### config.mk
export PLATFORM = sky130hd
export DESIGN_NAME = detector_frame_filter_flat
export DESIGN_NICKNAME = d
export VERILOG_FILES = /design/src/rtl/detector_frame_filter_if.sv /design/src/rtl/detector_frame_filter.sv /design/src/flat_wrapper.sv
export SDC_FILE = /design/constraint.sdc
export NUM_CORES = 1
export LEC_CHECK = 0
export CORE_MARGIN = 2
export CORE_UTILIZATION = 55
export CTS_BUF_LIST = sky130_fd_sc_hd__clkbuf_16
export DETAILED_ROUTE_END_ITERATION = 8
export DONT_BUFFER_PORTS = 1
export PLACE_DENSITY = 0.7
export SYNTH_ARGS = -nofsm -noshare
export SYNTH_HDL_FRONTEND = slang
export SYNTH_SLANG_ARGS = --single-unit
### constraint.sdc
create_clock -name sys_clk -period 4.25 [get_ports sys_clk]
set_input_delay 0.85 -clock sys_clk [delete_from_list [all_inputs] [get_ports sys_clk]]
set_output_delay 0.85 -clock sys_clk [all_outputs]
set_load 0.01 [all_outputs]
### src/rtl/detector_frame_filter_if.sv
// Receive-side byte bus between the UART receiver and detector_frame_filter.
// The master drives a received byte together with a one-cycle valid strobe.
interface detector_frame_filter_if;
    logic [7:0] rx_data;
    logic       rx_valid;

    modport master (output rx_data, output rx_valid);
    modport slave  (input  rx_data, input  rx_valid);
endinterface

### src/rtl/detector_frame_filter.sv
// Validates received status frames, debounces the four detector bits and tracks
// link health. Optional even-parity check on bit 7 is enabled by FRAME_PARITY_EN.
module detector_frame_filter #(
    parameter logic [2:0] HDR             = 3'b000,
    parameter int         DEBOUNCE_FRAMES = 3,
    parameter int         SYNC_FRAMES     = 4,
    parameter int         TIMEOUT_CYCLES  = 2000000
) (
    input  logic                    sys_clk,
    input  logic                    rst,
    detector_frame_filter_if.slave  rx,
    output logic                    front_detector,
    output logic                    left_detector,
    output logic                    right_detector,
    output logic                    back_detector,
    output logic                    fork_here,
    output logic                    link_up,
    output logic                    frame_err,
    output logic                    det_changed
);

    localparam int TW = $clog2(TIMEOUT_CYCLES + 1);

    typedef enum logic [1:0] {DOWN, SYNC, UP} state_t;

    state_t        state, state_n;
    logic [3:0]    sync_cnt, sync_cnt_n;
    logic [3:0]    stable, stable_n;
    logic [3:0]    deb_cnt [4];
    logic [3:0]    deb_cnt_n [4];
    logic [TW-1:0] timeout_cnt, timeout_cnt_n;
    logic [3:0]    det_q, det_n;
    logic          fork_q, fork_n;
    logic          err_q, err_n;
    logic          chg_q, chg_n;
    logic          parity_ok, good, bad, timeout_hit;

`ifdef FRAME_PARITY_EN
    assign parity_ok = (rx.rx_data[7] == ^rx.rx_data[6:0]);
`else
    logic parity_unused;
    assign parity_unused = rx.rx_data[7];
    assign parity_ok     = 1'b1;
`endif

    assign good        = rx.rx_valid && (rx.rx_data[6:4] == HDR) && parity_ok;
    assign bad         = rx.rx_valid && !good;
    // The cycle in which the idle counter would reach the limit is the drop cycle.
    assign timeout_hit = !good && (state != DOWN) && (timeout_cnt == TW'(TIMEOUT_CYCLES - 1));

    always_comb begin
        state_n       = state;
        sync_cnt_n    = sync_cnt;
        stable_n      = stable;
        deb_cnt_n     = deb_cnt;
        timeout_cnt_n = timeout_cnt;

        if (good)
            timeout_cnt_n = '0;
        else if (timeout_cnt != TW'(TIMEOUT_CYCLES))
            timeout_cnt_n = timeout_cnt + 1'b1;

        case (state)
            DOWN: begin
                if (good) begin
                    if (SYNC_FRAMES == 1) begin
                        state_n    = UP;
                        sync_cnt_n = '0;
                        stable_n   = rx.rx_data[3:0];
                        for (int i = 0; i < 4; i++) deb_cnt_n[i] = '0;
                    end else begin
                        state_n    = SYNC;
                        sync_cnt_n = 4'd1;
                    end
                end
            end
            SYNC: begin
                if (good) begin
                    if (sync_cnt + 4'd1 == 4'(SYNC_FRAMES)) begin
                        state_n    = UP;
                        sync_cnt_n = '0;
                        stable_n   = rx.rx_data[3:0];
                        for (int i = 0; i < 4; i++) deb_cnt_n[i] = '0;
                    end else begin
                        sync_cnt_n = sync_cnt + 4'd1;
                    end
                end else if (bad || timeout_hit) begin
                    state_n    = DOWN;
                    sync_cnt_n = '0;
                    if (timeout_hit) begin
                        timeout_cnt_n = '0;
                        for (int i = 0; i < 4; i++) deb_cnt_n[i] = '0;
                    end
                end
            end
            UP: begin
                if (good) begin
                    for (int i = 0; i < 4; i++) begin
                        if (rx.rx_data[i] == stable[i]) begin
                            deb_cnt_n[i] = '0;
                        end else if (deb_cnt[i] + 4'd1 == 4'(DEBOUNCE_FRAMES)) begin
                            stable_n[i]  = ~stable[i];
                            deb_cnt_n[i] = '0;
                        end else begin
                            deb_cnt_n[i] = deb_cnt[i] + 4'd1;
                        end
                    end
                end else if (timeout_hit) begin
                    state_n       = DOWN;
                    sync_cnt_n    = '0;
                    timeout_cnt_n = '0;
                    for (int i = 0; i < 4; i++) deb_cnt_n[i] = '0;
                end
            end
            default: state_n = DOWN;
        endcase

        // Entering UP reveals the first real pattern; that is not a debounced flip.
        det_n  = (state_n == UP) ? stable_n : 4'hF;
        chg_n  = (det_n != det_q) && !((state != UP) && (state_n == UP));
        err_n  = bad;
        fork_n = !det_q[0] && (!det_q[1] || !det_q[2]);
    end

    always_ff @(posedge sys_clk or posedge rst) begin
        if (rst) begin
            state       <= DOWN;
            sync_cnt    <= '0;
            stable      <= 4'hF;
            for (int i = 0; i < 4; i++) deb_cnt[i] <= '0;
            timeout_cnt <= '0;
            det_q       <= 4'hF;
            fork_q      <= 1'b0;
            err_q       <= 1'b0;
            chg_q       <= 1'b0;
        end else begin
            state       <= state_n;
            sync_cnt    <= sync_cnt_n;
            stable      <= stable_n;
            deb_cnt     <= deb_cnt_n;
            timeout_cnt <= timeout_cnt_n;
            det_q       <= det_n;
            fork_q      <= fork_n;
            err_q       <= err_n;
            chg_q       <= chg_n;
        end
    end

    assign front_detector = det_q[0];
    assign left_detector  = det_q[1];
    assign right_detector = det_q[2];
    assign back_detector  = det_q[3];
    assign fork_here      = fork_q;
    assign link_up        = (state == UP);
    assign frame_err      = err_q;
    assign det_changed    = chg_q;

endmodule

### src/flat_wrapper.sv
// flat-port wrapper written by rule: the top's interface ports become plain ports
module detector_frame_filter_flat 
#(
    parameter logic [2:0] HDR             = 3'b000,
    parameter int         DEBOUNCE_FRAMES = 3,
    parameter int         SYNC_FRAMES     = 4,
    parameter int         TIMEOUT_CYCLES  = 2000000
)
  (sys_clk, rst, front_detector, left_detector, right_detector, back_detector, fork_here, link_up, frame_err, det_changed, rx_rx_data, rx_rx_valid);
  detector_frame_filter_if rx_i ();
  input  logic sys_clk;
  input  logic rst;
  output logic front_detector;
  output logic left_detector;
  output logic right_detector;
  output logic back_detector;
  output logic fork_here;
  output logic link_up;
  output logic frame_err;
  output logic det_changed;
  input wire logic [$bits(rx_i.rx_data)-1:0] rx_rx_data;
  input wire logic [$bits(rx_i.rx_valid)-1:0] rx_rx_valid;
  assign rx_i.rx_data = rx_rx_data;
  assign rx_i.rx_valid = rx_rx_valid;
  detector_frame_filter #(.HDR(HDR), .DEBOUNCE_FRAMES(DEBOUNCE_FRAMES), .SYNC_FRAMES(SYNC_FRAMES), .TIMEOUT_CYCLES(TIMEOUT_CYCLES)) u_core (.sys_clk(sys_clk), .rst(rst), .rx(rx_i), .front_detector(front_detector), .left_detector(left_detector), .right_detector(right_detector), .back_detector(back_detector), .fork_here(fork_here), .link_up(link_up), .frame_err(frame_err), .det_changed(det_changed));
endmodule
# Yosys cells after proc, flatten, opt, wreduce, memory -nomap -nowiden

Index checks and enable logic that the tools add are counted.

Bits in registers: 54
Input port bits: 11
Output and inout bits: 8
Word-level logic and storage cells: 112

Add/subtract/negate cells: 6
Equal/unequal tests: 21
Muxes and demuxes: 48
Bitwise gates (word level): 4
Reductions and logical operators: 21

Operators with widths:

| cell                  | number |
|---|---|
| $mux 21               | 6 |
| $mux 16               | 5 |
| $mux 4                | 18 |
| $pmux 21 s2           | 1 |
| $pmux 16 s2           | 1 |
| $add 21x1->21 const B | 1 |
| $eq 21x21->1 const B  | 1 |
| $ne 21x21->1 const B  | 1 |
| $add 4x1->4 const B   | 5 |
| $eq 4x2->1 const B    | 4 |
| $mux 2                | 6 |
| $pmux 4 s3            | 1 |
| $mux 1                | 8 |
| $pmux 4 s2            | 1 |
| $logic_and 1x1->1     | 7 |
| $pmux 2 s3            | 1 |
| $logic_not 1->1       | 5 |
| $reduce_and 5->1      | 1 |
| $eq 1x1->1            | 4 |
| $eq 2x2->1 const B    | 2 |
| $eq 4x3->1 const B    | 1 |
| $ne 2x1->1 const B    | 2 |
| $ne 2x2->1 const B    | 2 |
| $ne 4x4->1            | 1 |
| other kinds (10)      | 15 |

# Depth between registers and ports, before layout

Depth in word-level cells: 13
Depth in mapped cells: 11
Mapped depth without buffers: 10

# Worst setup path before layout

Ideal clock, no wire load.

Path type: in2reg
Start point: in rx_rx_data[6]
End point: reg u_core.chg_q, in the netlist u_core.det_changed
Library setup time: 0.135 ns
Data arrival time: 2.678 ns
Data required time: 4.115 ns
Path slack: 1.437 ns
Cell stages on the path: 8
Path buffers: 1
Cell sequence: or4b_1 buf_6 nor3_2 o311ai_1 a22oi_2 nor4bb_1 o21a_1 o211ai_1

Longest elaborated chain between the ends: 13
Elaborated cells between the ends (all ways): 22
Classes of those cells: eq/ne (2); mux (10); reduce/logical (10)

RTL lines:

| element                                              | RTL line                                                   | RTL |
|---|---|---|
| from (decl)                                          | flat_wrapper.sv:21                                         | `input wire logic [$bits(rx_i.rx_data)-1:0] rx_rx_data;` |
| $logic_not 3->1 *                                    | detector_frame_filter.sv:46                                | `assign good = rx.rx_valid && (rx.rx_data[6:4] == HDR) && parity_ok;` |
| $logic_and 1x1->1 *                                  | detector_frame_filter.sv:46                                |  |
| $logic_not 1->1                                      | detector_frame_filter.sv:47, detector_frame_filter.sv:49   |  |
| $logic_and 1x1->1 (2 in a row)                       | detector_frame_filter.sv:49                                | `assign timeout_hit = !good && (state != DOWN) && (timeout_cnt == TW'(TIMEOUT_CYCLES - 1));` |
| $logic_or 1x1->1                                     | detector_frame_filter.sv:87                                | `end else if (bad \|\| timeout_hit) begin` |
| $mux 2                                               | detector_frame_filter.sv:87                                |  |
| $mux 2                                               | detector_frame_filter.sv:78                                | `if (good) begin` |
| $pmux 2 s3                                           | detector_frame_filter.sv:63                                | `case (state)` |
| $eq 2x2->1                                           | detector_frame_filter.sv:119, detector_frame_filter.sv:120 |  |
| $mux 4 / $logic_and 1x1->1 (equally long branches)   | detector_frame_filter.sv:119, detector_frame_filter.sv:120 |  |
| $ne 4x4->1 / $logic_not 1->1 (equally long branches) | detector_frame_filter.sv:120                               | `chg_n = (det_n != det_q) && !((state != UP) && (state_n == UP));` |
| $logic_and 1x1->1 *                                  | detector_frame_filter.sv:120                               |  |
| named net u_core.chg_n                               | detector_frame_filter.sv:35                                | `logic chg_q, chg_n;` |
| to (signal assigned)                                 | detector_frame_filter.sv:145                               | `chg_q <= chg_n;` |
| to (decl)                                            | detector_frame_filter.sv:35                                |  |

The timed path passes the listed nets; every way through them passes the cells marked *.
A chain may end at the register's enable or synchronous reset.

# Worst setup path after layout

Same ends and word-level chain as after synthesis.

==> impl_metrics.toml <==
[worst_setup_path]
critPathRequiredTime_ps = 4450
cp_top_family = "simple AND/OR/NAND/NOR gates"
crit_buf_inv = 0
worstPathCellList = "or4b_1 > nor3_2 > nor2_1 > a2111oi_2 > a22o_1 > nand3_1 > o211ai_1"
crit_type = "primary input to flop"
critPathMaxStageDelay_ps = 790
critPathLaunchType = "primary input"
crit_fanout = 10
cp.arrival_ps = 3170
rr_startpoint = "u_core.sync_cnt[0]"
startpoint = "rx_rx_data[6]"
slowest_stage = "or4b_1"
crit_path_end_kind = "flop"

[sta]
layout_setup_ws_ps = 1280
whs_ps = 516
tightestPinTransition_ps = 701
slew_headroom_pct = 53.2
clock_skew_ps = 7.47
hold_viol = 0
min_period_ps = 2970
rsz0062_at_grt = "false"
fmax_ghz = 0.337
finalCritPeriodShare_pct = 69.8
fin_tns_setup_ps = 0
setup_violations = 0
drv_slew = 0

[synth]
yosys_register_bits = 54
yosysMostFrequentCell = "dfrtp_1"
yosys_warnings = 0
synth-compound-area-share_pct = 17.7
synth_top_area_share_pct = 34.9
synth_ff_type = "dfrtp_1"
synthSimpleGateAreaFrac_pct = 23.4
yosysTopAreaCell = "dfrtp_1"
synthCells = 356
yosys.area_share.adder_pct = 6.06
synth-edff-count = 0
ys_types = 61
synth-xor-area-share_pct = 7.16
synth_async_sr_flop_share_pct = 100
synth_top_family_by_area = "simple AND/OR/NAND/NOR gates"
synthTopCellsByArea = "dfrtp_1 35%, dfstp_2 6.4%, ha_1 6.1%"
avgSynthCellArea_sq_um = 9.28
synthMuxAreaShare_pct = 0.606
synth_seq_area_share_pct = 41.2
yosys-top-cells-count = "46 x dfrtp_1, 38 x nand2_1, 37 x nor2_1"
syn_nets = 383
synthesis.area_sq_mm = 0.00330

[route]
drc = 0
post_drt_wl_per_cell_um = 15.4
num_vias = 2510
first_iter_violations = 126
first_pass_iters = 4
ant_nets = 0
drt-total-wl_um = 6700
viasPerCell = 5.78

[global_routing]
gr-total-overflow = 0
grt_pass1_wl_um = 11100
grt_max_degree = 55
antenna_found_initial = 0
track_usage_pct = 21.8
first_global_vias = 2401

[floorplan]
io_pins = 19
die_w_um = 81.5
num_rows = 28
core_sq_mm = 0.00585
die_area_sq_mm = 0.00664
die_h_um = 81.5
initial_utilization_pct = 56.4

[clock_tree]
clk_pin_slew_ps = 70
ctsResizeCount = 0
worstSkewPairLatency_ps = 290
cts_tree = "done"
htree_levels = 2
cts_root_buf = "clkbuf_16"
cts_sinks = 54
clk_path_buf_depth = 2
cts_buffers = 5
cts_setup_buffers = 0
holdBufCountCts = 0

[power]
power_mw = 1.33
ir_worst_vdd_uv = 236
leakage_nw = 1.50
power_density_mw_per_mm2 = 375

[final_layout]
antennaDiodeCount = 0
fin_area_sq_mm = 0.00355
final_core_util_pct = 60.7
stdcell_count = 434
nFillCells = 506
drive_above_1_share_pct = 10.0
layout.nets = 385
area_delta_synth_final_pct = 7.54

[hold_path]
hp-start = "u_core.deb_cnt[15]"
hp-class = "flop to flop"

[place]
dp_hpwl_um = 4720
dp.cells = 426
placed_cell_area_sq_mm = 0.00338
dp_slack_ps = 1000
gp_congestion = 0.858
portBuffers = 0

[run]
max_cap_violations = 0

[run_status]
outcome = "completed"
-- flip-flops by register name (all words and copies together), names as in the netlist --
name / cells
u_core.deb_cnt: 16
u_core.det_changed: 1
u_core.det_q: 4
u_core.fork_here: 1
u_core.frame_err: 1
u_core.stable: 4
u_core.state: 2
u_core.sync_cnt: 4
u_core.timeout_cnt: 21
-- cells by family after synthesis --
kind of cell | count (synthesis)
and+or+nand+nor | 146
AOI/OAI and AO/OA | 79
xor gates and xnor gates | 27
DFF | 54
buffers and inverters | 32
muxes | 2
adders and majority gates | 16
-- path summary, 6_finish.rpt --
path | end | slack, ps | cells past startpoint
min in group asynchronous | u_core.timeout_cnt[2] | 630 | 2
worst max-delay path | u_core.det_changed | 1280 | 7
worst min-delay path | u_core.deb_cnt[15] | 520 | 1
max in group asynchronous | u_core.sync_cnt[0] | 3180 | 2
worst max register to register | u_core.det_changed | 1510 | 9
worst min register to register | u_core.deb_cnt[15] | 520 | 1
-- layout by cell type, fill, tap and decap left out, drive strengths merged, types with 10 or more instances in the layout --
cell type	Yosys	final
inv	24	24
nor3	11	11
nand2	39	39
o21ai	23	23
xor2	19	19
nor2	38	38
dfrtp	46	46
and3	10	10
nand3	15	15
ha	16	16
a21oi	11	11
-- report_power, final --
group,switching (mW),leakage [nW],internal [mW]
Clock,0.186,0.0760,0.278
Sequential,0.0410,0.714,0.555
Combinational,0.181,0.712,0.0920
Total,0.408,1.50,0.925
-- cell type report --
| cell class | instances | area, sq um | share of cell area (%) |
|---|---|---|---|
| clock buffers | 5 | 125 | 3.52 |
| clock inverters | 3 | 45.0 | 1.27 |
| inverters | 24 | 90.1 | 2.54 |
| multi-input cells | 270 | 1810 | 51.1 |
| flip-flops and latches | 54 | 1360 | 38.3 |
| well taps | 75 | 93.8 | 2.64 |
| repair buffers | 3 | 22.5 | 0.634 |
-- layer usage --
layer	global-route usage [%]	part of all wire, %	routed length, um
met5	0	0	0
met4	6.27	0.46	31
met3	4.29	3.0	200
met2	37.8	49	3280
met1	27.6	48	3190
Note: power is estimated with default switching activity, not from simulation.
